<file path="config.mk">
export PLATFORM = sky130hd
export DESIGN_NAME = decode_stage_flat
export DESIGN_NICKNAME = d
export VERILOG_FILES = /design/src/rtl/asip_pkg.sv /design/src/rtl/decode_stage_if.sv /design/src/rtl/pipe_reg.sv /design/src/rtl/scoreboard.sv /design/src/rtl/decode_stage.sv /design/src/flat_wrapper.sv
export SDC_FILE = /design/constraint.sdc
export NUM_CORES = 1
export LEC_CHECK = 0
export ABC_AREA = 1
export BUFFER_PORTS_ARGS = -buffer_cell sky130_fd_sc_hd__clkbuf_2
export CORE_ASPECT_RATIO = 1.2
export CORE_MARGIN = 2
export CORE_UTILIZATION = 47
export DETAILED_ROUTE_END_ITERATION = 8
export PLACE_DENSITY = 0.69
export SLEW_MARGIN = 20
export SYNTH_ARGS = -nofsm -noshare
export SYNTH_HDL_FRONTEND = slang
export SYNTH_SLANG_ARGS = --single-unit
export TNS_END_PERCENT = 20
</file>
<file path="constraint.sdc">
create_clock -name clk -period 1.72 [get_ports clk]
set_input_delay 0.172 -clock clk [delete_from_list [all_inputs] [get_ports clk]]
set_output_delay 0.172 -clock clk [all_outputs]
set_load 0.005 [all_outputs]
</file>
<file path="src/rtl/asip_pkg.sv">
// Shared ASIP decode definitions: field widths, opcode constants, FSM state
// encoding, the ID/EX slot payload and the opcode class functions.
package asip_pkg;

  localparam int unsigned INSTR_W = 16;
  localparam int unsigned OP_W    = 4;
  localparam int unsigned REG_W   = 4;
  localparam int unsigned IMM_W   = 8;
  localparam int unsigned PC_W    = 8;
  localparam int unsigned CNT_W   = 3;
  localparam int unsigned FLUSH_W = 2;

  // Cycles discarded after a taken branch (fetch redirect lands one cycle late)
  localparam logic [FLUSH_W-1:0] FLUSH_CYCLES = FLUSH_W'(2);

  localparam logic [OP_W-1:0] OP_ALU_LO = 4'h1;
  localparam logic [OP_W-1:0] OP_ALU_HI = 4'hB;
  localparam logic [OP_W-1:0] OP_STORE  = 4'hC;
  localparam logic [OP_W-1:0] OP_BR     = 4'hF;

  typedef enum logic [1:0] {
    RUN   = 2'd0,
    STALL = 2'd1,
    FLUSH = 2'd2
  } state_t;

  typedef struct packed {
    logic             valid;
    logic [OP_W-1:0]  opcode;
    logic [REG_W-1:0] rd;
    logic [REG_W-1:0] ra;
    logic [REG_W-1:0] rb;
    logic [IMM_W-1:0] imm;
  } ex_slot_t;

  // ALU ops 0x1..0xB write rd
  function automatic logic writesRd(input logic [OP_W-1:0] op);
    return (op >= OP_ALU_LO) && (op <= OP_ALU_HI);
  endfunction

  // Stores read rd as their data source
  function automatic logic readsRd(input logic [OP_W-1:0] op);
    return op == OP_STORE;
  endfunction

  function automatic logic readsRa(input logic [OP_W-1:0] op);
    return writesRd(op) || (op == OP_STORE);
  endfunction

  function automatic logic readsRb(input logic [OP_W-1:0] op);
    return writesRd(op);
  endfunction

  function automatic logic isBranch(input logic [OP_W-1:0] op);
    return op == OP_BR;
  endfunction

endpackage

</file>
<file path="src/rtl/decode_stage_if.sv">
// Fetch <-> decode <-> execute bus for the decode stage.
//   instruction : fetch word for the PC being loaded this cycle
//   stall       : hold PC/instruction
//   pcWrEn/newPc: one-cycle redirect to fetch
//   ex*         : registered ID/EX slot
// master = decode stage, slave = surrounding pipeline.
interface decode_stage_if;

  logic [asip_pkg::INSTR_W-1:0] instruction;
  logic                         stall;
  logic                         pcWrEn;
  logic [asip_pkg::PC_W-1:0]    newPc;
  logic                         exValid;
  logic [asip_pkg::OP_W-1:0]    exOpcode;
  logic [asip_pkg::REG_W-1:0]   exRd;
  logic [asip_pkg::REG_W-1:0]   exRa;
  logic [asip_pkg::REG_W-1:0]   exRb;
  logic [asip_pkg::IMM_W-1:0]   exImm;

  modport master (
    input  instruction,
    output stall, pcWrEn, newPc,
    output exValid, exOpcode, exRd, exRa, exRb, exImm
  );

  modport slave (
    output instruction,
    input  stall, pcWrEn, newPc,
    input  exValid, exOpcode, exRd, exRa, exRb, exImm
  );

endinterface

</file>
<file path="src/rtl/pipe_reg.sv">
// Pipeline register with synchronous clear used to insert bubbles.
//   clk, reset (async active-low), clr (load zero), d -> q
module pipe_reg #(
  parameter int unsigned W = 1
) (
  input  logic         clk,
  input  logic         reset,
  input  logic         clr,
  input  logic [W-1:0] d,
  output logic [W-1:0] q
);

  always_ff @(posedge clk or negedge reset) begin
    if (!reset) begin
      q <= '0;
    end else if (clr) begin
      q <= '0;
    end else begin
      q <= d;
    end
  end

endmodule

</file>
<file path="src/rtl/scoreboard.sv">
// Register busy scoreboard: one down-counter per architectural register.
//   issue       : a writer of rd is issuing this cycle
//   rd, ra, rb  : register fields of the instruction under decode
//   re_*        : which of those fields the instruction actually reads
//   hazard      : a read register is still pending (combinational)
module scoreboard
  import asip_pkg::*;
#(
  parameter int unsigned WB_LAT = 3,
  parameter int unsigned NREG   = 16
) (
  input  logic             clk,
  input  logic             reset,
  input  logic             issue,
  input  logic [REG_W-1:0] rd,
  input  logic [REG_W-1:0] ra,
  input  logic [REG_W-1:0] rb,
  input  logic             re_rd,
  input  logic             re_ra,
  input  logic             re_rb,
  output logic             hazard
);

  logic [CNT_W-1:0] cnt [NREG];

  // Load on issue beats the free-running decrement; r0 is never tracked
  always_ff @(posedge clk or negedge reset) begin
    if (!reset) begin
      for (int unsigned i = 0; i < NREG; i++) begin
        cnt[i] <= '0;
      end
    end else begin
      for (int unsigned i = 0; i < NREG; i++) begin
        if (issue && (rd == REG_W'(i)) && (i != 0)) begin
          cnt[i] <= CNT_W'(WB_LAT);
        end else if (cnt[i] != '0) begin
          cnt[i] <= cnt[i] - CNT_W'(1);
        end
      end
    end
  end

  // Hazard when any enabled source register has a live counter
  always_comb begin
    hazard = 1'b0;
    if (re_rd && (rd != '0) && (cnt[rd] != '0)) hazard = 1'b1;
    if (re_ra && (ra != '0) && (cnt[ra] != '0)) hazard = 1'b1;
    if (re_rb && (rb != '0) && (cnt[rb] != '0)) hazard = 1'b1;
  end

endmodule

</file>
<file path="src/rtl/decode_stage.sv">
// Decode stage: field decode, RAW-hazard stall, branch redirect with a
// two-cycle flush, and the ID/EX register.
//   clk, reset (async active-low)
//   bus.master : instruction in; stall/pcWrEn/newPc combinational out;
//                ex* registered out (one cycle after the instruction)
module decode_stage
  import asip_pkg::*;
#(
  parameter int unsigned WB_LAT = 3,
  parameter int unsigned NREG   = 16
) (
  input  logic           clk,
  input  logic           reset,
  decode_stage_if.master bus
);

  logic [OP_W-1:0]    op;
  logic [REG_W-1:0]   rd;
  logic [REG_W-1:0]   ra;
  logic [REG_W-1:0]   rb;
  logic [IMM_W-1:0]   imm;

  state_t             state;
  logic [FLUSH_W-1:0] flush_cnt;

  logic               active;
  logic               hazard;
  logic               branch;
  logic               issue;
  logic               sb_load;

  ex_slot_t           ex_d;
  ex_slot_t           ex_q;

  assign {op, rd, ra, rb} = bus.instruction;
  assign imm              = bus.instruction[IMM_W-1:0];

  // Decoding is live outside reset and outside the flush window
  assign active  = reset && (state != FLUSH);
  assign branch  = isBranch(op);
  assign issue   = active && !hazard;
  assign sb_load = issue && writesRd(op);

  scoreboard #(
    .WB_LAT (WB_LAT),
    .NREG   (NREG)
  ) u_scoreboard (
    .clk    (clk),
    .reset  (reset),
    .issue  (sb_load),
    .rd     (rd),
    .ra     (ra),
    .rb     (rb),
    .re_rd  (readsRd(op)),
    .re_ra  (readsRa(op)),
    .re_rb  (readsRb(op)),
    .hazard (hazard)
  );

  // Fetch control: stall and redirect are mutually exclusive by construction
  always_comb begin
    bus.stall  = 1'b0;
    bus.pcWrEn = 1'b0;
    bus.newPc  = '0;
    if (active) begin
      if (hazard) begin
        bus.stall = 1'b1;
      end else if (branch) begin
        bus.pcWrEn = 1'b1;
        bus.newPc  = PC_W'(imm);
      end
    end
  end

  // Control FSM; STALL re-evaluates the held word exactly like RUN
  always_ff @(posedge clk or negedge reset) begin
    if (!reset) begin
      state     <= RUN;
      flush_cnt <= '0;
    end else begin
      case (state)
        RUN, STALL: begin
          if (hazard) begin
            state <= STALL;
          end else if (branch) begin
            state     <= FLUSH;
            flush_cnt <= FLUSH_CYCLES;
          end else begin
            state <= RUN;
          end
        end
        FLUSH: begin
          if (flush_cnt > FLUSH_W'(1)) begin
            flush_cnt <= flush_cnt - FLUSH_W'(1);
          end else begin
            flush_cnt <= '0;
            state     <= RUN;
          end
        end
        default: begin
          state     <= RUN;
          flush_cnt <= '0;
        end
      endcase
    end
  end

  assign ex_d = '{valid: 1'b1, opcode: op, rd: rd, ra: ra, rb: rb, imm: imm};

  // ID/EX slot; anything not issuing becomes a bubble
  pipe_reg #(
    .W ($bits(ex_slot_t))
  ) u_id_ex (
    .clk   (clk),
    .reset (reset),
    .clr   (!issue),
    .d     (ex_d),
    .q     (ex_q)
  );

  assign bus.exValid  = ex_q.valid;
  assign bus.exOpcode = ex_q.opcode;
  assign bus.exRd     = ex_q.rd;
  assign bus.exRa     = ex_q.ra;
  assign bus.exRb     = ex_q.rb;
  assign bus.exImm    = ex_q.imm;

endmodule

</file>
<file path="src/flat_wrapper.sv">
// flat-port wrapper written by rule: the top's interface ports become plain ports
module decode_stage_flat import asip_pkg::*;
#(
  parameter int unsigned WB_LAT = 3,
  parameter int unsigned NREG   = 16
)
  (clk, reset, bus_instruction, bus_stall, bus_pcWrEn, bus_newPc, bus_exValid, bus_exOpcode, bus_exRd, bus_exRa, bus_exRb, bus_exImm);
  decode_stage_if bus_i ();
  input  logic clk;
  input  logic reset;
  input wire logic [$bits(bus_i.instruction)-1:0] bus_instruction;
  output wire logic [$bits(bus_i.stall)-1:0] bus_stall;
  output wire logic [$bits(bus_i.pcWrEn)-1:0] bus_pcWrEn;
  output wire logic [$bits(bus_i.newPc)-1:0] bus_newPc;
  output wire logic [$bits(bus_i.exValid)-1:0] bus_exValid;
  output wire logic [$bits(bus_i.exOpcode)-1:0] bus_exOpcode;
  output wire logic [$bits(bus_i.exRd)-1:0] bus_exRd;
  output wire logic [$bits(bus_i.exRa)-1:0] bus_exRa;
  output wire logic [$bits(bus_i.exRb)-1:0] bus_exRb;
  output wire logic [$bits(bus_i.exImm)-1:0] bus_exImm;
  assign bus_i.instruction = bus_instruction;
  assign bus_stall = bus_i.stall;
  assign bus_pcWrEn = bus_i.pcWrEn;
  assign bus_newPc = bus_i.newPc;
  assign bus_exValid = bus_i.exValid;
  assign bus_exOpcode = bus_i.exOpcode;
  assign bus_exRd = bus_i.exRd;
  assign bus_exRa = bus_i.exRa;
  assign bus_exRb = bus_i.exRb;
  assign bus_exImm = bus_i.exImm;
  decode_stage #(.WB_LAT(WB_LAT), .NREG(NREG)) u_core (.clk(clk), .reset(reset), .bus(bus_i));
endmodule
</file>
==> metrics <==
outcome=complete, but fails checks; failing checks=setup timing; root buf cell=clkbuf_16; Synth cell types=30; GPL Wtd Cong=0.943; Slew @ Worst Pin=0.886 ns; setup slack after layout=-0.409 ns; async set-reset flop share out of synthesis=100%; adder-cell share of the synthesized area=8.78%; CTS Sinks=69; max-cap violation count=0; crit path DAT=1.96 ns; Startpoint Class=flip-flop; Critical R2R Launch=u_core.u_scoreboard.cnt[2]; Clock Skew=0.00524 ns; clock latency on the worst-skew pair=0.34 ns; simple-gate share of the synthesized area=31.7%; Pre-antenna DRT Iters=5; vias per inst=5.02; CTS buffer count=9; Area Growth Syn to Fin=31.7%; endpoints failing setup=64; footprint of the multi-input gates=2380 sq um; CP Class=flip-flop to output pin; WL/cell=14.5 um; die area=10500 sq um; CP endpoint kind=output pin; largest family of logic cells by synthesized area=simple AND/OR/NAND/NOR gates; Post-synth EDFFs=0; RSZ-0062 raised after global routing=yes; DRT antenna net count=0; Mapped Cells=593; #FFs+latches synth=69; final worst path period need=2.13 ns; Filler cells=856; initial antenna violation count=0; crit path from=u_core.u_scoreboard.cnt[2]; GRT Residual Overflow=0; CP bufs+invs=2; Peak VDD IR=0.898 mV; fraction of layout cells with a size suffix above 1=32.7%; sequential area share after synthesis=37.9%; Cell Pwr Density=1650 nW/um^2; slew margin rel.=40.9%; hold_sp=bus_instruction[13]; vias post-DR=4343; gr usage total=25.5%; family with the most delay on the worst path=simple AND/OR/NAND/NOR gates; most frequent CP cell=nand2_1; Worst EP required=1.55 ns; maximum root-to-sink buffer count=2; # IOs=53; Slew Viols, Final=0; post-synthesis mux area share=0%; Die Y=112 um; fmax=470 MHz; top_reg_cell synth=dfrtp_1; diode count=0; YS warnings=0; critical path's slowest cell=dfrtp_1; PortBufs=52; sequential cell area=1730 sq um; Post-Syn Area per Cell=7.69 sq um; worst-path cell chain=inv_1 > nand2_1 > nand3_1 > nand2_1 > a21oi_1 > nand2_1 > nand2_1 > nand2_2 > nand2_2 > nand2_4 > nor2_8 > nand2_4 > nor3_4 > buf_2; post-synthesis instance area=4560 sq um; Post-DP HPWL=9420 um; first-pass GRT wire length=20800 um; Tcrit/Tclk final=124%; vias in the first global route=4411; die width=93.9 um; crit-path max FO=4; cell row count=39; post-synthesis compound-gate area fraction=7.11%; Post-route DRC=0; Power Total=9.89 mW; syn nets=643; DR iter-0 viols=234; core area=9470 sq um; Finished Layout Cells=866; total leakage power=3.32 nW; fin nets=788; Initial Utilization=48.2%; Final Hold Viols=0; post-synthesis xor/xnor area fraction=3.07%; clock-pin transition on the worst setup and hold timing paths=0.06 ns; H-tree levels=3; worst min path class=primary input to flip-flop; CTS tree=yes; WL final=12500 um; dpl cells=845; delay of the slowest cell on the worst path=0.37 ns; largest net degree at the start of global routing=70
-- Yosys cell counts, types with 2 or more instances --
cell type,n,area (sq um)
inv_1,77,289
nand2_2,11,68.8
o21ai_0,23,115
nand3_1,20,100
nand4_4,10,213
nor3_1,9,45.0
xor2_1,15,131
dfrtp_1,69,1730
nand2_4,2,22.5
o21ai_1,6,30.0
nor2_1,80,300
clkinv_1,6,22.5
inv_2,19,71.3
buf_4,12,90.1
o21ai_2,2,17.5
nand3_2,2,20.0
a21oi_1,23,115
nor2_2,4,25.0
nand4_1,11,68.8
buf_6,2,22.5
ha_1,32,400
o211ai_1,4,30.0
nand2_1,147,552
-- report_power, final --
| part | total [mW] | switching [mW] | leakage [nW] | internal [mW] |
|---|---|---|---|---|
| Clock | 1.87 | 0.710 | 0.140 | 1.15 |
| Combinational | 5.35 | 2.85 | 2.32 | 2.50 |
| Sequential | 2.68 | 0.391 | 0.857 | 2.29 |
-- kinds of logic after synthesis --
group	after synthesis
adders and majority gates	32
DFF	69
and+or+nand+nor	298
buffers and inverters	118
AOI/OAI and AO/OA	60
xor gates and xnor gates	16
-- per-layer routing --
layer	global-route usage, %	share of wire (%)	up-vias
met1	29.6	41	2077
met5	0	0	-
met4	9.37	2.6	0
met2	45.5	52	101
met3	5.55	4.5	27
li1	-	-	2138
-- registers in the layout (all words and copies together), names as in the netlist --
register / flops
u_core.u_scoreboard.cnt: 48
u_core.u_id_ex.q: 17
u_core.flush_cnt: 2
u_core.state: 2
-- worst min-delay path: cells and delay by family --
| kind | cells | cell delay [ns] |
|---|---|---|
| buffers and inverters | 2 | 0.15 |
| and+or+nand+nor | 1 | 0.05 |
-- path summary, 6_finish.rpt --
check / cells after the start / slack (ns) / end
min in group asynchronous: 2 / 0.13 / u_core.u_scoreboard.cnt[6]
hold reg to reg: 2 / 0.50 / u_core.u_scoreboard.cnt[7]
setup / recovery: 14 / -0.41 / bus_newPc[3]
setup reg to reg: 16 / -0.29 / u_core.u_scoreboard.cnt[38]
hold / removal: 3 / 0.07 / u_core.u_id_ex.q[21]
max in group asynchronous: 2 / 1.02 / u_core.u_scoreboard.cnt[17]
-- final cells by class --
class / count / share of cell area [%]
Multi-Input combinational cell: 406 / 39.7
Tap cell: 123 / 2.56
Inverter: 103 / 6.48
Clock inverter: 6 / 1.04
Clock buffer: 10 / 3.98
Sequential cell: 69 / 28.8
Timing Repair Buffer: 149 / 17.5
-- timing repair --
| item | in CTS | in global routing |
|---|---|---|
| buffers inserted | 4 | 0 |
| setup endpoints to repair | 65 | 73 |
| resized for setup | 22 | 12 |
| pin swaps | 6 | 4 |
| hold buffers | 0 | 0 |
| endpoints found under the hold margin | 0 | 0 |
| cloned | 1 | 0 |
-- per-stage QoR --
| stage | setup TNS, ns | utilization, % | area, sq um | setup slack (ns) | hold slack [ns] |
|---|---|---|---|---|---|
| 2_1_floorplan | 0 | - | 4560 | 0.0464 | -0.124 |
| 3_3_place_gp | -9.48 | 58.8 | 5570 | -0.258 | 0.413 |
| 3_5_place_dp | -10.48 | 58.8 | 5570 | -0.289 | 0.422 |
| 4_1_cts | -9.75 | 63.2 | 5980 | -0.387 | 0.0626 |
| 5_1_grt | -19.50 | 63.4 | 6000 | -0.557 | 0.0851 |
| 6_report | -12.29 | 63.4 | 6000 | -0.409 | 0.0702 |
-- placed cells by master, fill, tap and decap left out, drive strengths merged, types with 15 or more instances in the layout --
cell type  count
nand2        160
buf          100
inv           98
nor2          86
dfrtp         69
clkbuf        59
ha            32
o21ai         31
a21oi         23
nand3         22
nand4         21
xor2          15
No activity file was read; power rests on OpenSTA's default activity.
